==> src/rtl/udp_cmd_rx.sv <==
`default_nettype none
// =============================================================================
// udp_cmd_rx : GMII frame receiver that validates Ethernet/IPv4/UDP headers and
//              the FCS, then issues one command word from the UDP payload.
// Revision   : 1.0
// =============================================================================
module udp_cmd_rx #(
  parameter logic [47:0] LOCAL_MAC = 48'h000A35000001,
  parameter logic [15:0] CMD_PORT  = 16'h1234
) (
  input  logic        clk,
  input  logic        rst,
  input  logic        rx_dv,
  input  logic        rx_er,
  input  logic [7:0]  rx_data,
  output logic        cmd_valid,
  output logic [7:0]  cmd_code,
  output logic [31:0] cmd_arg,
  output logic [15:0] frame_ok_cnt,
  output logic [15:0] frame_err_cnt,
  output logic        busy
);

  localparam logic [31:0] c_crc_poly    = 32'hEDB88320;
  localparam logic [31:0] c_crc_init    = 32'hFFFFFFFF;
  localparam logic [31:0] c_crc_residue = 32'hDEBB20E3;
  localparam logic [10:0] c_min_len     = 11'd64;
  localparam logic [10:0] c_max_len     = 11'd1522;

  typedef enum logic [2:0] {
    IDLE     = 3'd0,
    PREAMBLE = 3'd1,
    FRAME    = 3'd2,
    CHECK    = 3'd3,
    DROP     = 3'd4
  } state_t;

  state_t      state_q, state_d;
  logic        dv_prev_q, dv_prev_d;
  logic [2:0]  pre_cnt_q, pre_cnt_d;
  logic [10:0] idx_q, idx_d;
  logic [31:0] crc_q, crc_d;
  logic        er_q, er_d;
  logic        ucast_q, ucast_d;
  logic        bcast_q, bcast_d;
  logic        type_q, type_d;
  logic        ver_q, ver_d;
  logic        proto_q, proto_d;
  logic        port_q, port_d;
  logic [7:0]  code_sh_q, code_sh_d;
  logic [31:0] arg_sh_q, arg_sh_d;
  logic        cmd_valid_q, cmd_valid_d;
  logic [7:0]  cmd_code_q, cmd_code_d;
  logic [31:0] cmd_arg_q, cmd_arg_d;
  logic [15:0] frame_ok_cnt_q, frame_ok_cnt_d;
  logic [15:0] frame_err_cnt_q, frame_err_cnt_d;

  logic [7:0]  mac_byte;
  logic        frame_err;
  logic        hdr_match;

  function automatic logic [31:0] crc_byte(input logic [31:0] crc, input logic [7:0] data);
    logic [31:0] c;
    c = crc ^ {24'h0, data};
    for (int i = 0; i < 8; i++) begin
      c = c[0] ? ((c >> 1) ^ c_crc_poly) : (c >> 1);
    end
    return c;
  endfunction

  always_comb begin
    mac_byte = LOCAL_MAC[7:0];
    case (idx_q[2:0])
      3'd0:    mac_byte = LOCAL_MAC[47:40];
      3'd1:    mac_byte = LOCAL_MAC[39:32];
      3'd2:    mac_byte = LOCAL_MAC[31:24];
      3'd3:    mac_byte = LOCAL_MAC[23:16];
      3'd4:    mac_byte = LOCAL_MAC[15:8];
      default: mac_byte = LOCAL_MAC[7:0];
    endcase
  end

  // idx_q holds the number of frame bytes seen once rx_dv has dropped
  assign frame_err = er_q || (crc_q != c_crc_residue) || (idx_q < c_min_len) || (idx_q > c_max_len);
  assign hdr_match = (ucast_q || bcast_q) && type_q && ver_q && proto_q && port_q;

  always_comb begin
    state_d         = state_q;
    dv_prev_d       = rx_dv;
    pre_cnt_d       = pre_cnt_q;
    idx_d           = idx_q;
    crc_d           = crc_q;
    er_d            = er_q;
    ucast_d         = ucast_q;
    bcast_d         = bcast_q;
    type_d          = type_q;
    ver_d           = ver_q;
    proto_d         = proto_q;
    port_d          = port_q;
    code_sh_d       = code_sh_q;
    arg_sh_d        = arg_sh_q;
    cmd_valid_d     = 1'b0;
    cmd_code_d      = cmd_code_q;
    cmd_arg_d       = cmd_arg_q;
    frame_ok_cnt_d  = frame_ok_cnt_q;
    frame_err_cnt_d = frame_err_cnt_q;

    case (state_q)
      IDLE: begin
        if (rx_dv && !dv_prev_q) begin
          if (rx_data == 8'h55) begin
            state_d   = PREAMBLE;
            pre_cnt_d = 3'd1;
          end else begin
            state_d = DROP;
          end
        end
      end
      PREAMBLE: begin
        if (!rx_dv) begin
          state_d = IDLE;
        end else if (rx_data == 8'hD5) begin
          state_d = FRAME;
          idx_d   = '0;
          crc_d   = c_crc_init;
          er_d    = 1'b0;
          ucast_d = 1'b1;
          bcast_d = 1'b1;
          type_d  = 1'b1;
          ver_d   = 1'b1;
          proto_d = 1'b1;
          port_d  = 1'b1;
        end else if ((rx_data == 8'h55) && (pre_cnt_q != 3'd7)) begin
          pre_cnt_d = pre_cnt_q + 3'd1;
        end else begin
          state_d = DROP;
        end
      end
      FRAME: begin
        if (!rx_dv) begin
          state_d = CHECK;
        end else begin
          if (idx_q != 11'h7FF) idx_d = idx_q + 11'd1;
          crc_d = crc_byte(crc_q, rx_data);
          if (rx_er) er_d = 1'b1;
          // Flags start set at SFD and clear on the first mismatching byte
          if (idx_q < 11'd6) begin
            if (rx_data != mac_byte) ucast_d = 1'b0;
            if (rx_data != 8'hFF)    bcast_d = 1'b0;
          end
          case (idx_q)
            11'd12: if (rx_data != 8'h08)          type_d  = 1'b0;
            11'd13: if (rx_data != 8'h00)          type_d  = 1'b0;
            11'd14: if (rx_data != 8'h45)          ver_d   = 1'b0;
            11'd23: if (rx_data != 8'h11)          proto_d = 1'b0;
            11'd36: if (rx_data != CMD_PORT[15:8]) port_d  = 1'b0;
            11'd37: if (rx_data != CMD_PORT[7:0])  port_d  = 1'b0;
            11'd42: code_sh_d = rx_data;
            11'd43, 11'd44, 11'd45, 11'd46: arg_sh_d = {arg_sh_q[23:0], rx_data};
            default: ;
          endcase
        end
      end
      CHECK: begin
        state_d = IDLE;
        if (frame_err) begin
          if (frame_err_cnt_q != 16'hFFFF) frame_err_cnt_d = frame_err_cnt_q + 16'd1;
        end else if (hdr_match) begin
          cmd_valid_d = 1'b1;
          cmd_code_d  = code_sh_q;
          cmd_arg_d   = arg_sh_q;
          if (frame_ok_cnt_q != 16'hFFFF) frame_ok_cnt_d = frame_ok_cnt_q + 16'd1;
        end
      end
      DROP: begin
        if (!rx_dv) state_d = IDLE;
      end
      default: state_d = IDLE;
    endcase
  end

  // dv_prev resets high so a frame already in flight at reset release is ignored
  always_ff @(posedge clk or posedge rst) begin
    if (rst) begin
      state_q         <= IDLE;
      dv_prev_q       <= 1'b1;
      pre_cnt_q       <= '0;
      idx_q           <= '0;
      crc_q           <= c_crc_init;
      er_q            <= 1'b0;
      ucast_q         <= 1'b0;
      bcast_q         <= 1'b0;
      type_q          <= 1'b0;
      ver_q           <= 1'b0;
      proto_q         <= 1'b0;
      port_q          <= 1'b0;
      code_sh_q       <= '0;
      arg_sh_q        <= '0;
      cmd_valid_q     <= 1'b0;
      cmd_code_q      <= '0;
      cmd_arg_q       <= '0;
      frame_ok_cnt_q  <= '0;
      frame_err_cnt_q <= '0;
    end else begin
      state_q         <= state_d;
      dv_prev_q       <= dv_prev_d;
      pre_cnt_q       <= pre_cnt_d;
      idx_q           <= idx_d;
      crc_q           <= crc_d;
      er_q            <= er_d;
      ucast_q         <= ucast_d;
      bcast_q         <= bcast_d;
      type_q          <= type_d;
      ver_q           <= ver_d;
      proto_q         <= proto_d;
      port_q          <= port_d;
      code_sh_q       <= code_sh_d;
      arg_sh_q        <= arg_sh_d;
      cmd_valid_q     <= cmd_valid_d;
      cmd_code_q      <= cmd_code_d;
      cmd_arg_q       <= cmd_arg_d;
      frame_ok_cnt_q  <= frame_ok_cnt_d;
      frame_err_cnt_q <= frame_err_cnt_d;
    end
  end

  assign cmd_valid     = cmd_valid_q;
  assign cmd_code      = cmd_code_q;
  assign cmd_arg       = cmd_arg_q;
  assign frame_ok_cnt  = frame_ok_cnt_q;
  assign frame_err_cnt = frame_err_cnt_q;
  assign busy          = (state_q != IDLE);

endmodule
`default_nettype wire

==> config.mk <==
export PLATFORM = sky130hd
export DESIGN_NAME = udp_cmd_rx
export DESIGN_NICKNAME = d
export VERILOG_FILES = /design/src/rtl/udp_cmd_rx.sv
export SDC_FILE = /design/constraint.sdc
export NUM_CORES = 1
export LEC_CHECK = 0
export ABC_AREA = 1
export BUFFER_PORTS_ARGS = -buffer_cell sky130_fd_sc_hd__buf_2
export CAP_MARGIN = 10
export CORE_ASPECT_RATIO = 1.75
export CORE_MARGIN = 2
export CORE_UTILIZATION = 55
export CTS_BUF_LIST = sky130_fd_sc_hd__clkbuf_4 sky130_fd_sc_hd__clkbuf_8 sky130_fd_sc_hd__clkbuf_16
export DETAILED_ROUTE_END_ITERATION = 6
export PLACE_DENSITY = 0.73
export SYNTH_ARGS = -nofsm -noshare
export SYNTH_HDL_FRONTEND = slang
export SYNTH_SLANG_ARGS = --single-unit
==> constraint.sdc <==
create_clock -name clk -period 10.9 [get_ports clk]
set_input_delay 0.545 -clock clk [delete_from_list [all_inputs] [get_ports clk]]
set_output_delay 0.545 -clock clk [all_outputs]
set_load 0.01 [all_outputs]
# ---- Word-level counts from Yosys, hierarchy flattened
# Cells that the tools add are included.
dict set report word_totals {
  register_bits 170
  in_bits 12
}
dict set report classes {
  addsub 4
  order_cmp 3
  eq_ne 58
  mux 68
  bitwise_logic 10
  n_reduce_logical 35
}
# cell count
set op_table {}
lappend op_table {{32-bit 2-to-1 mux} 11}
lappend op_table {{13-bit NOT with 14-bit output} 8}
lappend op_table {{11-bit by 6-bit == test with 1-bit output (second input constant)} 7}
lappend op_table {{32-bit case mux with 2 select lines} 1}
lappend op_table {{11-bit 2-to-1 mux} 4}
lappend op_table {{3-bit 2-to-1 mux} 12}
lappend op_table {{11-bit by 4-bit == test with 1-bit output (second input constant)} 3}
lappend op_table {{16-bit by 1-bit adder with 16-bit output (second input constant)} 2}
lappend op_table {{16-bit != test (second input constant)} 2}
lappend op_table {{2-bit != test (second input constant)} 16}
lappend op_table {{32-bit != test (second input constant)} 1}
lappend op_table {{32-bit by 8-bit XOR with 32-bit output} 1}
lappend op_table {{6-bit AND reduction} 5}
lappend op_table {{1-bit 2-to-1 mux} 27}
lappend op_table {{11-bit case mux with 2 select lines} 1}
lappend op_table {{1-bit case mux with 2 select lines} 9}
lappend op_table {{6-bit case mux with 3 select lines} 1}
lappend op_table {{8-bit by 5-bit != test with 1-bit output (second input constant)} 2}
lappend op_table {{3-bit != test (second input constant)} 5}
lappend op_table {{7-bit AND reduction} 2}
lappend op_table {{3-bit by 2-bit == test with 1-bit output (second input constant)} 4}
lappend op_table {{3-bit case mux with 4 select lines} 1}
lappend op_table {{3-bit AND reduction} 4}
lappend op_table {{4-bit AND reduction} 3}
lappend op_table {{other kinds (32)} 46}

# ---- Logic depth before layout (Yosys ltp)
dict set report depth {
  ltp_word 19
  mapped_depth 13
  ltp_nobuf 13
}

# ---- Worst setup path before layout
# No wires, ideal clock.
dict set report synth_path {
  kind {reg-to-reg}
  startpoint {register idx_q[0]}
  endpoint {register arg_sh_q[0]}
  arrival_ns 1.601
  slack_ns 9.169
  path_stages_with_launch 11
  path_cell_list {dfrtp_1 inv_1 ha_1 inv_1 a21oi_1 nor2_1 a21oi_1 nand2_1 clkbuf_1 nand2_1 o21ai_0}
}
dict set report synth_between {
  elab_chain_cells 3
  elab_cells_between_ends 6
  classes_between {4 x eq/ne; 2 x reduce/logical}
}
# item line
set synth_rtl {}
lappend synth_rtl {{start, declared} 41} ;# logic [10:0] idx_q, idx_d;
lappend synth_rtl {{start signal, assigned} 208} ;# idx_q <= idx_d;
lappend synth_rtl {{11-bit by 6-bit == test with 1-bit output} 151} ;# case (idx_q)
lappend synth_rtl {{4-bit OR reduction *} 151}
lappend synth_rtl {{3-bit AND reduction (no source line) *} -}
lappend synth_rtl {{end signal, assigned} 218} ;# arg_sh_q <= arg_sh_d;
lappend synth_rtl {{end, declared} 51} ;# logic [31:0] arg_sh_q, arg_sh_d;
# Every way passes the cells marked *; elsewhere a longest branch is shown, timed or not.
# A chain may end at the register's enable or synchronous reset.

# ---- Worst setup path in the final report
dict set report layout_path {
  startpoint {register state_q[2]}
  endpoint {register arg_sh_q[23]}
}
dict set report layout_between {
  elab_chain_cells 2
}
# item line
set layout_rtl {}
lappend layout_rtl {{start, declared} 38} ;# state_t state_q, state_d;
lappend layout_rtl {{start signal, assigned} 205} ;# state_q <= state_d;
lappend layout_rtl {{3-bit by 2-bit == test with 1-bit output} 108} ;# case (state_q)
lappend layout_rtl {{3-bit AND reduction (no source line)} -}
# No other way between the ends.

==> run_results.csv <==
group,metric,value,unit
setup_path,crit_path_end_kind,"flop",
timing,period_minus_slack,3.077,ns
placement,place_worst_setup_slack,7.781,ns
die,start_util,0.5632,
die,chipWidth,103.6,um
clock_network,cts.htree.levels,4,
cells_and_area,antenna_cells,0,
timing,tightestPinTransition,1.018,ns
die,fp.dieArea,18470,um^2
placement,detailedPlacementHpwl,17.89,mm
synth,yosys.area.top_type,"sky130_fd_sc_hd__dfrtp_1",
setup_path,crit_path_max_fanout,64,
job,cap_viol_max_count,0,
clock_network,tritoncts,"done",
clock_network,cts_hold_buf,0,
cells_and_area,nNetsFinal,1356,
clock_network,cts.root.buffer_cell,"sky130_fd_sc_hd__clkbuf_16",
pwr,ir_drop_worst_case_vdd,0.1704,mV
die,coreArea,16950,um^2
synth,post-synth-top-count-cell,"sky130_fd_sc_hd__nand2_1",
cells_and_area,post_route_cells_drive_above_1_share,0.1705,
synth,synthTopCellsByArea,"sky130_fd_sc_hd__dfrtp_1 36%, sky130_fd_sc_hd__nand2_1 17%, sky130_fd_sc_hd__dfstp_2 9.1%, sky130_fd_sc_hd__inv_1 5.2%, sky130_fd_sc_hd__nand3_1 4.2%",
clock_network,cts.sinks,170,
placement,numPortBuffers,85,
route,drt_first_pass_iters,6,
clock_network,cts-buffers-inserted,17,
hold_path,hold-path-cell-count,1,
route,dr_total_vias,8439,
synth,synth_area,9545,um^2
synth,synth-edff-count,0,
timing,finalSetupViolCount,0,
global_route,antenna_found_initial,0,
timing,fmax,325.0,MHz
die,die_height,178.3,um
pwr,leakagePower,5.357,nW
timing,worst_slew_slack_as_a_fraction_of_its_limit,0.3216,
timing,setup_repair_after_global_routing_missed_its_margin,"no",
timing,slew_violations,0,
timing,fin_worst_skew,0.01097,ns
global_route,grt_util_all_layers,0.2751,
synth,synthesis.instances,1262,
global_route,globalRoute.totalOverflow,0,
clock_network,cts_repair_resize_count,0,
global_route,grt_pass1_wl,40.25,mm
setup_path,start_kind,"flop",
synth,yosys_warnings,0,
setup_path,arrival_worst_endpoint,3.41,ns
die,ios,86,
synth,synth_largest_type_area_fraction,0.3592,
setup_path,r2r_startpoint,"state_q[2]",
clock_network,worstSkewPairLatency,0.44,ns
route,antenna_violating_nets_left,0,
hold_path,holdCritPathClass,"in2reg",
synth,yosys_most_used_dff,"sky130_fd_sc_hd__dfrtp_1",
synth,synth.lib_cells_used.distinct,39,
die,fp-row-count,63,
clock_network,path_clk_slew,0.08,ns
outcome,status,"finished clean",
setup_path,reg2reg_setup_slack,7.82,ns
placement,gp_congestion,0.9436,
setup_path,critPathKind,"reg2reg",
route,drcViolationCount,0,
cells_and_area,count_of_fill_cells_added_during_filler_insertion,1508,
setup_path,rr_endpoint,"arg_sh_q[23]",
route,routed_wire_length,24.72,mm
clock_network,cts_post_setup_buffers_inserted,0,
pwr,power.total,2.197,mW
hold_path,hold_path_end,"dv_prev_q",
timing,timing_hold_violations_final,0,
synth,synth_commonest_cells,"428 x sky130_fd_sc_hd__nand2_1, 137 x sky130_fd_sc_hd__dfrtp_1, 133 x sky130_fd_sc_hd__inv_1",
timing,timing.final.crit_share,0.2823,
global_route,number_of_global_route_vias_before_repair,8098,
cells_and_area,flow.area_growth_from_synthesis,12.18,%
timing,fin_tns_setup,0,ns
pwr,power_density,205.2,nW/um^2
synth,ys_seq_area_frac,0.4500,
synth,mappedNetlistNets,1282,
route,via_per_inst,5.355,
setup_path,worst_ep_required_time,11.23,ns
global_route,maximum_number_of_pins_on_one_net_before_global_route_repair,109,
hold_path,hold_path_startpoint,"rx_dv",
synth,synthArstFlopShare,1.000,
clock_network,cts_max_path_buffers,2,
synth,synth_seq_cells,170,
timing,setup_slack,7.823,ns
route,detail_route.iter0.violations,474,
route,routedWlPerCell,15.69,um
synth,post_synth.cell_area_avg,7.564,um^2
setup_path,timing.reg2reg.worst_path_depth,7,
-- routing by layer --
metal / global-route usage / wire length, um / up-vias
li1: - / - / 4164
met1: 0.3036 / 9549 / 3961
met2: 0.5152 / 13130 / 252
met3: 0.04165 / 1017 / 62
met4: 0.1340 / 1026 / 0
met5: 0 / 0 / -
-- cell families (layout without fill, tap and decap cells) --
logic type | Yosys count | after routing | synth area share
adder cells (fa/ha/maj) | 8 | 8 | 0.01049
buffers and inverters | 175 | 262 | 0.07865
AO/OA/AOI/OAI | 136 | 136 | 0.08560
AND/OR/NAND/NOR | 714 | 714 | 0.3211
flip-flops | 170 | 170 | 0.4500
XOR/XNOR | 59 | 59 | 0.05413
-- critical path, stage by stage, from the launching register on --
cell                      delay (ns)
sky130_fd_sc_hd__dfrtp_1        0.42
sky130_fd_sc_hd__inv_2          0.11
sky130_fd_sc_hd__nand3_4        0.13
sky130_fd_sc_hd__nor2_2         0.79
sky130_fd_sc_hd__inv_2          0.29
sky130_fd_sc_hd__a21oi_1        0.23
sky130_fd_sc_hd__nand2_2        0.56
sky130_fd_sc_hd__o21ai_0        0.43
-- cells in the final DEF (no fill, tap or decap), drive strengths merged --
cell type / count
dfstp: 33
buf: 87
inv: 148
nor4: 2
a41oi: 1
o31ai: 4
nand3: 83
nor3: 23
clkbuf: 17
o22ai: 8
or2: 3
ha: 8
a22oi: 4
nand4: 37
a21o: 1
o21ai: 99
a21oi: 14
nand3b: 2
o211ai: 2
xor2: 41
a31oi: 2
nand2: 457
dfrtp: 137
o21bai: 1
nor2: 107
clkinv: 10
xnor2: 18
-- flip-flops by register name, summed over array words and instances (netlist names), 8 cells and up --
register,flops
code_sh_q,8
idx_q,11
crc_q,32
cmd_code,8
frame_ok_cnt,16
frame_err_cnt,16
arg_sh_q,32
cmd_arg,32
-- stage by stage --
stage / hold WS (ns) / cells / instance area [um^2] / util
CTS: 0.2131 / 1576 / 10710 / 0.6318
finish: 0.2274 / 1576 / 10710 / 0.6318
global placement: 0.4503 / 1544 / 10070 / 0.5939
floorplan: 0.4414 / 1262 / 9545 / -
global route: 0.2144 / 1576 / 10710 / 0.6318
detailed placement: 0.4532 / 1544 / 10070 / 0.5939
-- worst max-delay path by stage --
stage               depth (start not counted)       start  slack [ns]      endpoint
detailed placement                          7       rx_dv        7.78   arg_sh_q[3]
floorplan                                   1         rst        5.81   arg_sh_q[0]
global placement                            7       rx_dv        7.90  arg_sh_q[25]
global route                                7  state_q[2]        7.58  arg_sh_q[23]
CTS                                         7  state_q[2]        7.84  arg_sh_q[23]
finish                                      7  state_q[2]        7.82  arg_sh_q[23]
-- report_power, final --
group	switching [mW]	total, mW	internal (mW)
clock	0.316	0.634	0.318
combinational	0.495	0.725	0.230
sequential	0.0901	0.838	0.748
total	0.902	2.20	1.30
-- final cells by class --
cell class | count | area (um^2) | share of cell area
Tap cell | 227 | 284.0 | 0.02652
Clock inverter | 15 | 216.5 | 0.02021
Multi-Input combinational cell | 917 | 4502 | 0.4204
Inverter | 143 | 544.3 | 0.05083
Sequential cell | 170 | 4295 | 0.4011
Timing Repair Buffer | 87 | 440.4 | 0.04113
Clock buffer | 17 | 425.4 | 0.03973
No activity file was read; power rests on OpenSTA's default activity.
